### src/rtl/ha_pair_mul_pkg.sv
// Shared widths, approximation-mode encodings and controller states for the
// time-shared half-adder pair-row multiplier.
package ha_pair_mul_pkg;

  localparam int W     = 8;
  localparam int PW    = 2 * W;
  localparam int NPAIR = W / 2;
  localparam int TW    = 9;
  localparam int BW    = 7;
  localparam int MW    = 2 * (W - 1);

  localparam logic [1:0] MODE_EXACT = 2'b00;
  localparam logic [1:0] MODE_OR    = 2'b01;
  localparam logic [1:0] MODE_ELIM  = 2'b10;

  typedef enum logic [1:0] {
    IDLE = 2'd0,
    RUN  = 2'd1,
    DONE = 2'd2
  } state_t;

endpackage

### src/rtl/ha_pair_row.sv
// Combinational reducer for one x bit-pair: folds rows y&x[2k] and y&x[2k+1]
// into a top vector t (weights 0..8) and a carry vector b (weights 2..8).
module ha_pair_row
  import ha_pair_mul_pkg::*;
(
  input  logic [W-1:0]  y,
  input  logic [1:0]    xp,
  input  logic [MW-1:0] mode,
  output logic [TW-1:0] t,
  output logic [BW-1:0] b
);

  logic       a;
  logic       c;
  logic       carry;
  logic [1:0] m;

  // NOTE: every always_comb output gets a default first so no path can infer a latch.
  always_comb begin
    t     = '0;
    b     = '0;
    a     = 1'b0;
    c     = 1'b0;
    carry = 1'b0;
    m     = MODE_EXACT;
    t[0]  = y[0] & xp[0];
    b[6]  = y[7] & xp[1];
    for (int j = 1; j < W; j++) begin
      a = y[j] & xp[0];
      c = y[j-1] & xp[1];
      m = mode[2*j-1 -: 2];
      case (m)
        MODE_OR: begin
          t[j]  = a | c;
          carry = 1'b0;
        end
        MODE_ELIM: begin
          t[j]  = 1'b0;
          carry = 1'b0;
        end
        default: begin
          t[j]  = a ^ c;
          carry = a & c;
        end
      endcase
      // Column 7's carry has weight 8, which lives in t rather than b.
      if (j == W - 1) t[TW-1] = carry;
      else            b[j-1]  = carry;
    end
  end

endmodule

### src/rtl/ha_pair_mul_seq.sv
// Sequential 8x8 multiplier: one shared pair-row reducer walks the four x
// bit-pairs, shift-accumulating each pair value with per-pair column modes.
module ha_pair_mul_seq
  import ha_pair_mul_pkg::*;
(
  input  logic          clk,
  input  logic          rst,
  input  logic          in_valid,
  output logic          in_ready,
  input  logic [W-1:0]  x,
  input  logic [W-1:0]  y,
  output logic          out_valid,
  input  logic          out_ready,
  output logic [PW-1:0] p,
  input  logic          cfg_we,
  input  logic [1:0]    cfg_pair,
  input  logic [MW-1:0] cfg_mode,
  output logic          busy
);

  state_t        state;
  logic [1:0]    k;
  logic [W-1:0]  x_q;
  logic [W-1:0]  y_q;
  logic [PW-1:0] acc;
  logic [MW-1:0] mode_tab [NPAIR];

  logic [TW-1:0] t;
  logic [BW-1:0] b;
  logic [PW-1:0] pair_value;
  logic [PW-1:0] acc_next;

  ha_pair_row u_row (
    .y    (y_q),
    .xp   (x_q[{k, 1'b0} +: 2]),
    .mode (mode_tab[k]),
    .t    (t),
    .b    (b)
  );

  // b[i] carries weight i+2; the exact maximum 65025 fits, so no wrap handling.
  assign pair_value = PW'(t) + (PW'(b) << 2);
  assign acc_next   = acc + (pair_value << {k, 1'b0});

  // NOTE: all state uses non-blocking assignments so every register samples pre-edge values.
  always_ff @(posedge clk) begin
    if (rst) begin
      state     <= IDLE;
      k         <= '0;
      x_q       <= '0;
      y_q       <= '0;
      acc       <= '0;
      p         <= '0;
      out_valid <= 1'b0;
      in_ready  <= 1'b1;
      busy      <= 1'b0;
      // NOTE: the mode table is reset on purpose: reset must restore exact multiplication.
      for (int i = 0; i < NPAIR; i++) mode_tab[i] <= MODE_EXACT == 2'b00 ? '0 : '0;
    end else begin
      if (cfg_we && state == IDLE) mode_tab[cfg_pair] <= cfg_mode;
      case (state)
        IDLE: begin
          if (in_valid) begin
            x_q      <= x;
            y_q      <= y;
            acc      <= '0;
            k        <= '0;
            state    <= RUN;
            in_ready <= 1'b0;
            busy     <= 1'b1;
          end
        end
        RUN: begin
          acc <= acc_next;
          k   <= k + 2'd1;
          if (k == 2'(NPAIR - 1)) begin
            state     <= DONE;
            out_valid <= 1'b1;
            p         <= acc_next;
          end
        end
        DONE: begin
          if (out_ready) begin
            state     <= IDLE;
            out_valid <= 1'b0;
            in_ready  <= 1'b1;
            busy      <= 1'b0;
          end
        end
        default: state <= IDLE;
      endcase
    end
  end

endmodule

### config.mk
export PLATFORM = sky130hd
export DESIGN_NAME = ha_pair_mul_seq
export DESIGN_NICKNAME = d
export VERILOG_FILES = /design/src/rtl/ha_pair_mul_pkg.sv /design/src/rtl/ha_pair_row.sv /design/src/rtl/ha_pair_mul_seq.sv
export SDC_FILE = /design/constraint.sdc
export NUM_CORES = 1
export LEC_CHECK = 0
export CAP_MARGIN = 20
export CORE_AREA = 2 2 120 93
export CTS_BUF_LIST = sky130_fd_sc_hd__clkbuf_8
export CTS_CLUSTER_SIZE = 28
export DETAILED_ROUTE_END_ITERATION = 16
export DIE_AREA = 0 0 122 95
export PLACE_DENSITY = 0.91
export SLEW_MARGIN = 20
export SYNTH_ARGS = -nofsm -noshare
export SYNTH_HDL_FRONTEND = slang
export SYNTH_SLANG_ARGS = --single-unit
### constraint.sdc
create_clock -name clk -period 10.7 [get_ports clk]
set_clock_uncertainty 0.05 [all_clocks]
set_input_delay 1.07 -clock clk [delete_from_list [all_inputs] [get_ports clk]]
set_output_delay 1.07 -clock clk [all_outputs]
set_load 0.02 [all_outputs]
==> results of run 1 <==
layer usage:
| layer | part of all wire [%] | vias up | GRT usage, % |
|---|---|---|---|
| met4 | 2.8 | 0 | 12.0 |
| li1 | - | 2439 | - |
| met2 | 47 | 259 | 47.1 |
| met3 | 8.8 | 43 | 5.98 |
| met1 | 42 | 2506 | 37.7 |
| met5 | 0 | - | 0 |
cell usage after synthesis, types with 4 or more instances:
library cell,number,area [um2]
a211oi_1,6,45.0
a21o_1,8,60.1
a21oi_1,59,295
a311o_1,5,50.1
and2_1,77,482
and3_1,4,25.0
clkbuf_1,28,105
dfxtp_1,57,1140
edfxtp_1,56,1680
ha_1,44,551
inv_1,30,113
mux2i_1,5,50.1
mux4_2,16,360
nand2_1,87,327
nand2b_1,11,68.8
nand3_1,17,85.1
nand4_1,7,43.8
nor2_1,23,86.3
nor2b_1,5,31.3
nor4b_1,4,35.0
o21a_1,5,37.5
o21ai_0,23,115
or2_2,4,25.0
or3_1,5,31.3
xnor2_1,6,52.6
xor2_1,5,43.8
final cells by class:
class	count	area (um2)
repair buffers	60	583
multi-input cells	478	3350
fillers	774	3090
inverters	30	113
well taps	140	175
clock buffers	17	234
flip-flops and latches	113	2820
clock inverters	15	164
through the flow:
stage	cells	hold WS (ns)	setup slack, ns
finish	853	0.409	4.48
global route	853	0.441	4.06
CTS	853	0.412	4.55
detailed placement	821	0.400	4.64
global placement	821	0.392	4.90
floorplan	657	0.383	5.38
registers in the layout (all words and copies together) (netlist names), 2 cells and up, named ones only:
signal,count
acc,16
k,2
p,16
state,2
y_q,8
mode_tab,56
x_q,8
worst max-delay path, cell delays in order, from the launching register on:
cell and delay [ns]:
dfxtp_1 0.88, mux4_2 0.69, and2_1 0.21, ha_1 0.29, nand2_1 0.07, o21ai_0 0.08, ha_1 0.23, fa_1 0.41
a21o_1 0.17, a21oi_1 0.28, nor2_1 0.07, a311oi_1 0.39, o21a_1 0.19, mux2i_1 0.09, ha_1 0.39, a21oi_1 0.30
o21bai_1 0.13, or4_1 0.50, o221ai_1 0.30, xor2_1 0.11, a211oi_1 0.24
report_power, final:
part | switching (mW) | total (mW) | leakage [nW] | internal [mW]
Combinational | 0.0570 | 0.102 | 1.73 | 0.0453
Sequential | 0.0138 | 0.486 | 1.05 | 0.472
Clock | 0.217 | 0.412 | 0.194 | 0.195
worst paths after layout:
check        endpoint  depth (start not counted)
max reg2reg     p[15]                         20
min reg2reg      p[7]                          2
max             p[15]                         20
min              p[7]                          2
cells by family (layout without fill, tap and decap cells):
logic type,count (synthesis),count (layout)
adders and majority gates,46,46
and+or+nand+nor,263,263
buffers and inverters,66,122
AOI/OAI and AO/OA,136,136
xor gates and xnor gates,11,11
DFF,113,113
muxes,22,22
==> key figures, run 1 <==
Setup path
  • Crit Reg-Reg Startpoint: k[0]
  • Reg-to-reg setup timing slack: 4.48 ns
  • CP startpoint: k[0]
  • Worst Setup Start Kind: register
  • Required time worst endpoint: around 11 ns
  • CP max FO: 26
  • CP Class: reg -> reg
  • Critical path arrival: 6.53 ns
  • Worst setup EP type: register

Timing
  • Final Hold Viols: 0
  • Final TNS setup: 0 ns
  • Post-layout min period: 6.22 ns
  • Period utilization: 58.1%
  • Slew Limit Headroom: 36.9%
  • Final Max Slew Viols: 0
  • Slew @ Worst Pin: 0.946 ns
  • RSZ-0062 raised after global routing: no
  • FMAX: roughly 160 MHz
  • # setup viols final: 0

Cells and area
  • Fraction of layout cells with a size suffix above 1: 9.26%
  • Number of diodes: 0
  • Design Area, Final: roughly 7400 um2
  • Total Nets Final: 783
  • Most frequent cells in the layout: nand2_1 (87), and2_1 (77), a21oi_1 (59), dfxtp_1 (57), edfxtp_1 (56)
  • Utilization after layout: 70.7%
  • Area grow syn2layout: 15.2%
  • Most common cell after layout, fill and taps aside: nand2_1

Worst hold path
  • Hold Crit Start: p[7]
  • Worst Hold Class: reg -> reg

Synth
  • Syn Area/Cell: 9.83 um2
  • Synth Instances: 657
  • Largest family of logic cells by synthesized area: simple AND/OR/NAND/NOR gates
  • Synth Area in XOR/XNOR: between 1 and 1.5%
  • YS warnings: 0
  • Synthesized area: around 6500 um2
  • Simple logic cell fraction of the synthesized area: 21.5%
  • Post-Synthesis Net Count: 740
  • Post-synth cell types: 61
  • Ys flop type: dfxtp_1
  • Compound-Gate Fraction of Synth Area: 13.2%
  • Adder-cell share of the synthesized area: 9.14%
  • Sequential fraction of the synthesis area: a little over two fifths
  • FF+latch count, synth: 113
  • Mux contribution to synthesized area: 6.53%
  • Post-synth EDFFs: 56
  • Ys async rst share: 0%

Drt
  • Pre-antenna DRT Iters: 9
  • Vias per cell: 6.15
  • Initial DRC count: 588
  • WL/cell: approximately 19 um
  • Final WL: between 15000 and 20000 um
  • ANT nets after route: 0
  • Post-route DRC: 0
  • DR vias: 5247

Clock network
  • Clock sink count: 113
  • CTS tree: built
  • Root buffer cell: clkbuf_8
  • Post-CTS setup buffer count: 0
  • CTS Buf Count: 17
  • CTS H-tree lvls: 4
  • Worst-path clk slew: 0.08 ns
  • Post_cts resized: 0
  • Cts hold-fix bufs: 0
  • Worst skew pair latency: 0.46 ns
  • Bufs on Longest Clock Path: 2

Floorplanning
  • Row Count: 33
  • Initial core utilization: 61.4%
  • # IOs: 56
  • DIE AREA: about 12000 um2
  • Core footprint: approximately 11000 um2
  • Die Y-Extent: 95 um
  • DIE WIDTH: between 100 and 150 um

Power and ir drop
  • Pwr Total: 1.00 mW
  • P_leak: 2.98 nW
  • VDD IR max: 112 uV
  • Power density cells: 134 nW/um2

Placement
  • GP Congestion: 0.915
  • Hpwl dp: 10800 um
  • Port bufs: 55
  • Area post-placement: roughly 7000 um2

Status
  • Status: finished, final reports clean

Global route
  • GRT Util Overall: 28.8%
  • Number of global-route vias before repair: 5156
  • First-pass GRT wire length: 25600 um
  • Largest net degree at the start of global routing: 62
  • Global route overflow: 0
  • Initial antenna violation count: 0

Flow run
  • Max-cap violations: 0
Power figures use the tool's default switching activity.
==> inputs of run 2 (changes only) <==
CORE_AREA = 2 2 123 95   (was 2 2 120 93)
DIE_AREA = 0 0 125 97   (was 0 0 122 95)
PLACE_DENSITY = 0.88   (was 0.91)
clock period = 5.91 ns   (was 10.7 ns; I/O delays follow)
==> run 2 against run 1 <==
Against the previous run: hold slack got worse by 0.0040 ns; combinational power up 89%; clock power rose by 82%; worst setup slack lost 4.1 ns; non-clock buffer count up 5; final cell count rose by 0.59%; via count fell by 1.0%; sequential cell count stayed put; critical path type unchanged.
==> key figures, run 2 (synthesized netlist as in run 1, its figures left out) <==
Clock network
  • Post-CTS setup buffer count: 0 (unchanged)
  • Post_cts resized: 0 (unchanged)
  • Clock sink count: 113 (unchanged)
  • Bufs on Longest Clock Path: 2 (unchanged)
  • CTS Buf Count: 17 (unchanged)
  • Worst-path clk slew: 0.08 ns (about the same)
  • CTS tree: built (unchanged)
  • Root buffer cell: clkbuf_8 (unchanged)
  • CTS H-tree lvls: 4 (unchanged)
  • Worst skew pair latency: 0.45 ns (was 0.46 ns)
  • Cts hold-fix bufs: 0 (unchanged)

Drt
  • Post-route DRC: 0 (unchanged)
  • Vias per cell: 6.05 (was 6.15)
  • ANT nets after route: 0 (unchanged)
  • Pre-antenna DRT Iters: 5 (was 9)
  • WL/cell: 17.9 um (was 18.5 um)
  • Initial DRC count: 412 (was 588)
  • Final WL: 15300 um (was 15800 um)
  • DR vias: 5192 (was 5247)

Timing
  • Period utilization: 93.6% (was 58.1%)
  • Slew @ Worst Pin: 0.807 ns (was 0.946 ns)
  • FMAX: 181 MHz (was 161 MHz)
  • Final Hold Viols: 0 (unchanged)
  • Final Max Slew Viols: 0 (unchanged)
  • RSZ-0062 raised after global routing: no (unchanged)
  • # setup viols final: 0 (unchanged)
  • Final TNS setup: 0 ns (unchanged)
  • Post-layout min period: 5.53 ns (was 6.22 ns)
  • Slew Limit Headroom: 46.0% (was 36.9%)
  • Worst hold margin: 0.405 ns (was 0.409 ns)

Placement
  • Inst Count DP: 826 (was 821)
  • Port bufs: 55 (unchanged)
  • Hpwl dp: 10700 um (was 10800 um)
  • GP Congestion: 0.963 (was 0.915)
  • Area post-placement: 7080 um2 (was 7040 um2)

Flow run
  • Max-cap violations: 0 (unchanged)

Setup path
  • Crit path buffers/inverters: 0 (unchanged)
  • CP max stage delay: 0.64 ns (was 0.88 ns)
  • Crit Reg-Reg Startpoint: k[0] (unchanged)
  • Worst R2R Path Depth: 20 (unchanged)
  • Most used cell, CP: ha_1 (unchanged)
  • Critical path arrival: 5.83 ns (was 6.53 ns)
  • Reg-to-reg setup timing slack: 0.38 ns (was 4.48 ns)
  • Worst Setup Start Kind: register (unchanged)
  • Crit path max-delay family: compound AO/OA/AOI/OAI gates (unchanged)
  • Worst setup EP type: register (unchanged)
  • CP Class: reg -> reg (unchanged)
  • Reg2reg end: p[15] (unchanged)
  • Required time worst endpoint: 6.21 ns (was 11.01 ns)
  • CP max FO: 9 (was 26)
  • CP max stage cell: mux4_2 (was dfxtp_1)
  • CP Cell Sequence: mux4_2 -> and2_1 -> ha_1 -> nand2_1 -> o21ai_0 -> ha_1 -> fa_1 -> a21o_1 -> a21oi_1 -> nor2_1 -> a311oi_2 -> o21a_1 -> mux2i_1 -> ha_1 -> a21oi_1 -> o21bai_1 -> or4_1 -> o221ai_2 -> xor2_1 -> a211oi_1 (was mux4_2 -> and2_1 -> ha_1 -> nand2_1 -> o21ai_0 -> ha_1 -> fa_1 -> a21o_1 -> a21oi_1 -> nor2_1 -> a311oi_1 -> o21a_1 -> mux2i_1 -> ha_1 -> a21oi_1 -> o21bai_1 -> or4_1 -> o221ai_1 -> xor2_1 -> a211oi_1)

Cells and area
  • Total Nets Final: 788 (was 783)
  • Design Area, Final: 7490 um2 (was 7440 um2)
  • Final Non-Filler Cells: 858 (was 853)
  • Area grow syn2layout: 16.0% (was 15.2%)
  • Max FFs per register: 56 (unchanged)
  • Number of diodes: 0 (unchanged)
  • Regs by FF count: mode_tab: 56 flops, acc: 16 flops, p: 16 flops (unchanged)
  • Most flop-heavy register: mode_tab (unchanged)
  • Most common cell after layout, fill and taps aside: nand2_1 (unchanged)
  • Most frequent cells in the layout: nand2_1 (87), and2_1 (77), a21oi_1 (59), dfxtp_1 (56), edfxtp_1 (56) (was nand2_1 (87), and2_1 (77), a21oi_1 (59), dfxtp_1 (57), edfxtp_1 (56))
  • Fraction of layout cells with a size suffix above 1: 10.3% (was 9.26%)

Worst hold path
  • Hold Crit Start: p[7] (unchanged)
  • Hold Path End: p[7] (unchanged)
  • Worst Hold Class: reg -> reg (unchanged)
  • Hold Crit Depth: 2 (unchanged)

Floorplanning
  • DIE WIDTH: 125 um (was 122 um)
  • Row Count: 33 (unchanged)
  • DIE AREA: 12100 um2 (was 11600 um2)
  • Core footprint: 10800 um2 (was 10500 um2)
  • Die Y-Extent: 97 um (was 95 um)
  • # IOs: 56 (unchanged)
  • Initial core utilization: 59.7% (was 61.4%)

Global route
  • Met3 usage: 6.86% (was 5.98%)
  • Largest net degree at the start of global routing: 62 (unchanged)
  • Initial antenna violation count: 0 (unchanged)
  • Grt peak-use layer: met2 (unchanged)
  • Met2 usage: 41.2% (was 47.1%)
  • Global route overflow: 0 (unchanged)
  • GRT met1 Usage: 34.7% (was 37.7%)
  • First-pass GRT wire length: 24700 um (was 25600 um)
  • GRT Util Overall: 25.7% (was 28.8%)
  • Number of global-route vias before repair: 5002 (was 5156)

Status
  • Status: finished, final reports clean (unchanged)

Power and ir drop
  • Pwr Total: 1.81 mW (was 1.00 mW)
  • Power density cells: 242 nW/um2 (was 134 nW/um2)
  • P_leak: 3.01 nW (was 2.98 nW)
  • VDD IR max: 173 uV (was 112 uV)
==> run 2: through the flow <==
step	util (%)	worst slack, ns
2_1_floorplan	-	0.588
3_3_place_gp	65.5	0.520
3_5_place_dp	65.5	0.275
4_1_cts	69.1	0.231
5_1_grt	69.3	0.0315
6_report	69.3	0.378
==> run 2: per-layer routing <==
layer	part of all wire [%]	routed length (um)
met1	44	6740
met5	0	0
met4	1.3	201
met3	7.0	1080
met2	48	7310
==> run 2: how the worst max path moves through the flow <==
stage	start	endpoint	slack (ns)	cells after the start
after floorplan	register	p[15]	0.59	20
after global placement	register	p[15]	0.52	19
after detailed placement	register	p[15]	0.27	19
after CTS	register	p[15]	0.23	19
after global routing	k[0]	p[15]	0.03	20
final	k[0]	p[15]	0.38	20
==> run 2: tightest hold or removal path, cell delays in order, from the launching register on <==
cell,delay [ns]
dfxtp_1,0.31
nand2_1,0.05
a21oi_1,0.05
==> run 2: power by group <==
group | internal, mW | total, mW | leakage, nW | switching [mW]
sequential | 0.854 | 0.873 | 1.05 | 0.0183
combinational | 0.0837 | 0.193 | 1.76 | 0.109
clock | 0.354 | 0.749 | 0.198 | 0.395
total | 1.29 | 1.81 | 3.01 | 0.523
==> run 2: layout make-up <==
type                       count  area, um2
clock inverter                15        163
fill                         785       3330
sequential                   113       2820
timing repair buffer          65        621
inverter                      30        113
tap                          140        175
multi-input combinational    478       3360
clock buffer                  17        234
==> inputs of run 3 (changes only) <==
CELL_PAD_IN_SITES_DETAIL_PLACEMENT = 1   (was default)
CELL_PAD_IN_SITES_GLOBAL_PLACEMENT = 1   (was default)
CORE_AREA = 2 2 139 107   (was 2 2 123 95)
DIE_AREA = 0 0 141 109   (was 0 0 125 97)
PLACE_DENSITY = 0.87   (was 0.88)
==> run 3 against run 2 <==
Against the previous run: die area up 27%; first-iteration DRC count down 0.24%; hold slack better by 0.0018 ns; via count up 0.87%; clock-buffer cell count unchanged; core utilization down 16 points; sequential power about the same; register-to-register slack worse by 0.06 ns; total power down 0.53%; routed wire length up 22%; final area up 0.50%; non-clock buffer count unchanged; critical path type unchanged.
==> key figures, run 3 (synthesized netlist as in run 1, its figures left out) <==
Setup path
  • Critical path arrival: 5.95 ns (was 5.83 ns)
  • CP Class: reg -> reg (unchanged)
  • Reg-to-reg setup timing slack: 0.31 ns (was 0.38 ns)
  • CP max stage cell: dfxtp_1 (was mux4_2)
  • Worst Setup Start Kind: register (unchanged)
  • Required time worst endpoint: 6.26 ns (was 6.21 ns)
  • Worst setup EP type: register (unchanged)
  • CP Cell Sequence: buf_4 -> mux4_2 -> inv_1 -> ha_1 -> nand2b_1 -> o21ai_0 -> ha_1 -> a211oi_1 -> o21ai_1 -> xor2_1 -> nand2_1 -> o21ai_0 -> o21a_1 -> ha_1 -> a21oi_1 -> o21ai_0 -> a21oi_1 -> a21bo_1 -> a2111oi_0 -> a311o_2 (was mux4_2 -> and2_1 -> ha_1 -> nand2_1 -> o21ai_0 -> ha_1 -> fa_1 -> a21o_1 -> a21oi_1 -> nor2_1 -> a311oi_2 -> o21a_1 -> mux2i_1 -> ha_1 -> a21oi_1 -> o21bai_1 -> or4_1 -> o221ai_2 -> xor2_1 -> a211oi_1)
  • Crit path max-delay family: compound AO/OA/AOI/OAI gates (unchanged)
  • CP max stage delay: 0.66 ns (was 0.64 ns)
  • CP max FO: 10 (was 9)
  • Crit path buffers/inverters: 2 (was 0)

Timing
  • FMAX: 179 MHz (was 181 MHz)
  • Final Hold Viols: 0 (unchanged)
  • Final Max Slew Viols: 0 (unchanged)
  • Post-layout min period: 5.60 ns (was 5.53 ns)
  • # setup viols final: 0 (unchanged)
  • Slew @ Worst Pin: 0.953 ns (was 0.807 ns)
  • Worst hold margin: 0.407 ns (was 0.405 ns)
  • Slew Limit Headroom: 36.2% (was 46.0%)
  • Period utilization: 94.7% (was 93.6%)

Power and ir drop
  • P_leak: 3.00 nW (was 3.01 nW)
  • Pwr Total: 1.81 mW (about the same)
  • Power density cells: 240 nW/um2 (was 242 nW/um2)
  • VDD IR max: 137 uV (was 173 uV)

Drt
  • WL/cell: 20.9 um (was 17.9 um)
  • Final WL: 18800 um (was 15300 um)
  • DR vias: 5237 (was 5192)
  • Post-route DRC: 0 (unchanged)
  • Pre-antenna DRT Iters: 7 (was 5)
  • Initial DRC count: 411 (was 412)
  • ANT nets after route: 0 (unchanged)
  • Vias per cell: 5.83 (was 6.05)

Cells and area
  • Filler cell count: 1586 (was 785)
  • Most frequent cells in the layout: nand2_1 (87), and2_1 (77), a21oi_1 (58), dfxtp_1 (56), edfxtp_1 (56) (was nand2_1 (87), and2_1 (77), a21oi_1 (59), dfxtp_1 (56), edfxtp_1 (56))
  • Regs by FF count: mode_tab: 56 flops, acc: 16 flops, p: 16 flops (unchanged)
  • Total Nets Final: 788 (unchanged)
  • Multi-input gate area: 3360 um2 (about the same)
  • Area grow syn2layout: 16.6% (was 16.0%)
  • Fraction of layout cells with a size suffix above 1: 10.3% (unchanged)
  • Max FFs per register: 56 (unchanged)
  • Most flop-heavy register: mode_tab (unchanged)
  • Number of diodes: 0 (unchanged)
  • Most common cell after layout, fill and taps aside: nand2_1 (unchanged)
  • Register area: 2820 um2 (unchanged)

Clock network
  • Root buffer cell: clkbuf_8 (unchanged)
  • Bufs on Longest Clock Path: 2 (unchanged)
  • Clock sink count: 113 (unchanged)
  • Worst skew pair latency: 0.46 ns (was 0.45 ns)
  • CTS H-tree lvls: 4 (unchanged)
  • Worst-path clk slew: 0.08 ns (about the same)
  • CTS tree: built (unchanged)
  • CTS Buf Count: 17 (unchanged)

Worst hold path
  • Worst Hold Class: reg -> reg (unchanged)

Placement
  • GP Congestion: 0.928 (was 0.963)
  • Hpwl dp: 12900 um (was 10700 um)
  • Port bufs: 55 (unchanged)

Global route
  • Largest net degree at the start of global routing: 62 (unchanged)
  • Initial antenna violation count: 0 (unchanged)
  • GRT Util Overall: 25.2% (was 25.7%)
  • First-pass GRT wire length: 29500 um (was 24700 um)
  • Global route overflow: 0 (unchanged)
  • Number of global-route vias before repair: 5590 (was 5002)

Flow run
  • Max-cap violations: 0 (unchanged)

Floorplanning
  • DIE WIDTH: 141 um (was 125 um)
  • Core footprint: 14100 um2 (was 10800 um2)
  • Die Y-Extent: 109 um (was 97 um)
  • Row Count: 38 (was 33)
  • DIE AREA: 15400 um2 (was 12100 um2)
  • # IOs: 56 (unchanged)
  • Initial core utilization: 45.7% (was 59.7%)

Status
  • Status: finished, final reports clean (unchanged)
==> run 3: repair_timing <==
item / CTS / global route
endpoints found under the hold margin: 0 / 0
resized for setup: 0 / 3
setup endpoints to repair: 0 / 2
buffers inserted: 0 / 1
hold buffers: 0 / 0
==> run 3: worst paths after layout <==
kind | start | to | cells past startpoint
setup / recovery | register | p[12] | 20
hold / removal | p[6] | p[6] | 2
setup reg to reg | register | p[12] | 20
hold reg to reg | p[6] | p[6] | 2
==> run 3: through the flow <==
step                      instances  utilization, %  cell area [um2]  setup slack (ns)  setup TNS, ns
after detailed placement        865            50.5             7120             0.224              0
after global placement          865            50.5             7120             0.544              0
after CTS                       897            53.2             7510             0.194              0
after global routing            898            53.3             7530           -0.0118        -0.0118
final                           898            53.3             7530             0.313              0
after floorplan                 657               -             6460             0.588              0
==> run 3: routing by layer <==
| metal | vias to the layer above | wire [um] | global-route usage, % |
|---|---|---|---|
| li1 | 2442 | - | - |
| met1 | 2643 | 8130 | 31.4 |
| met2 | 127 | 9490 | 43.3 |
| met3 | 25 | 782 | 5.27 |
| met4 | 0 | 357 | 9.79 |
| met5 | - | 0 | 0 |
==> run 3: tightest hold or removal path, stage by stage, from the launching register on <==
cell	delay, ns
dfxtp_1	0.31
nand2_1	0.05
a21oi_1	0.05
==> run 3: cell type report <==
class,count,area share (%)
timing repair buffer,65,8.24
tap,180,2.99
multi-input combinational,478,44.6
clock buffer,17,3.11
clock inverter,15,2.03
sequential,113,37.5
inverter,30,1.50
==> run 3: power breakdown <==
part	internal, mW	switching [mW]	leakage, nW
Clock	0.345	0.383	0.189
Sequential	0.854	0.0188	1.05
Combinational	0.0842	0.120	1.76
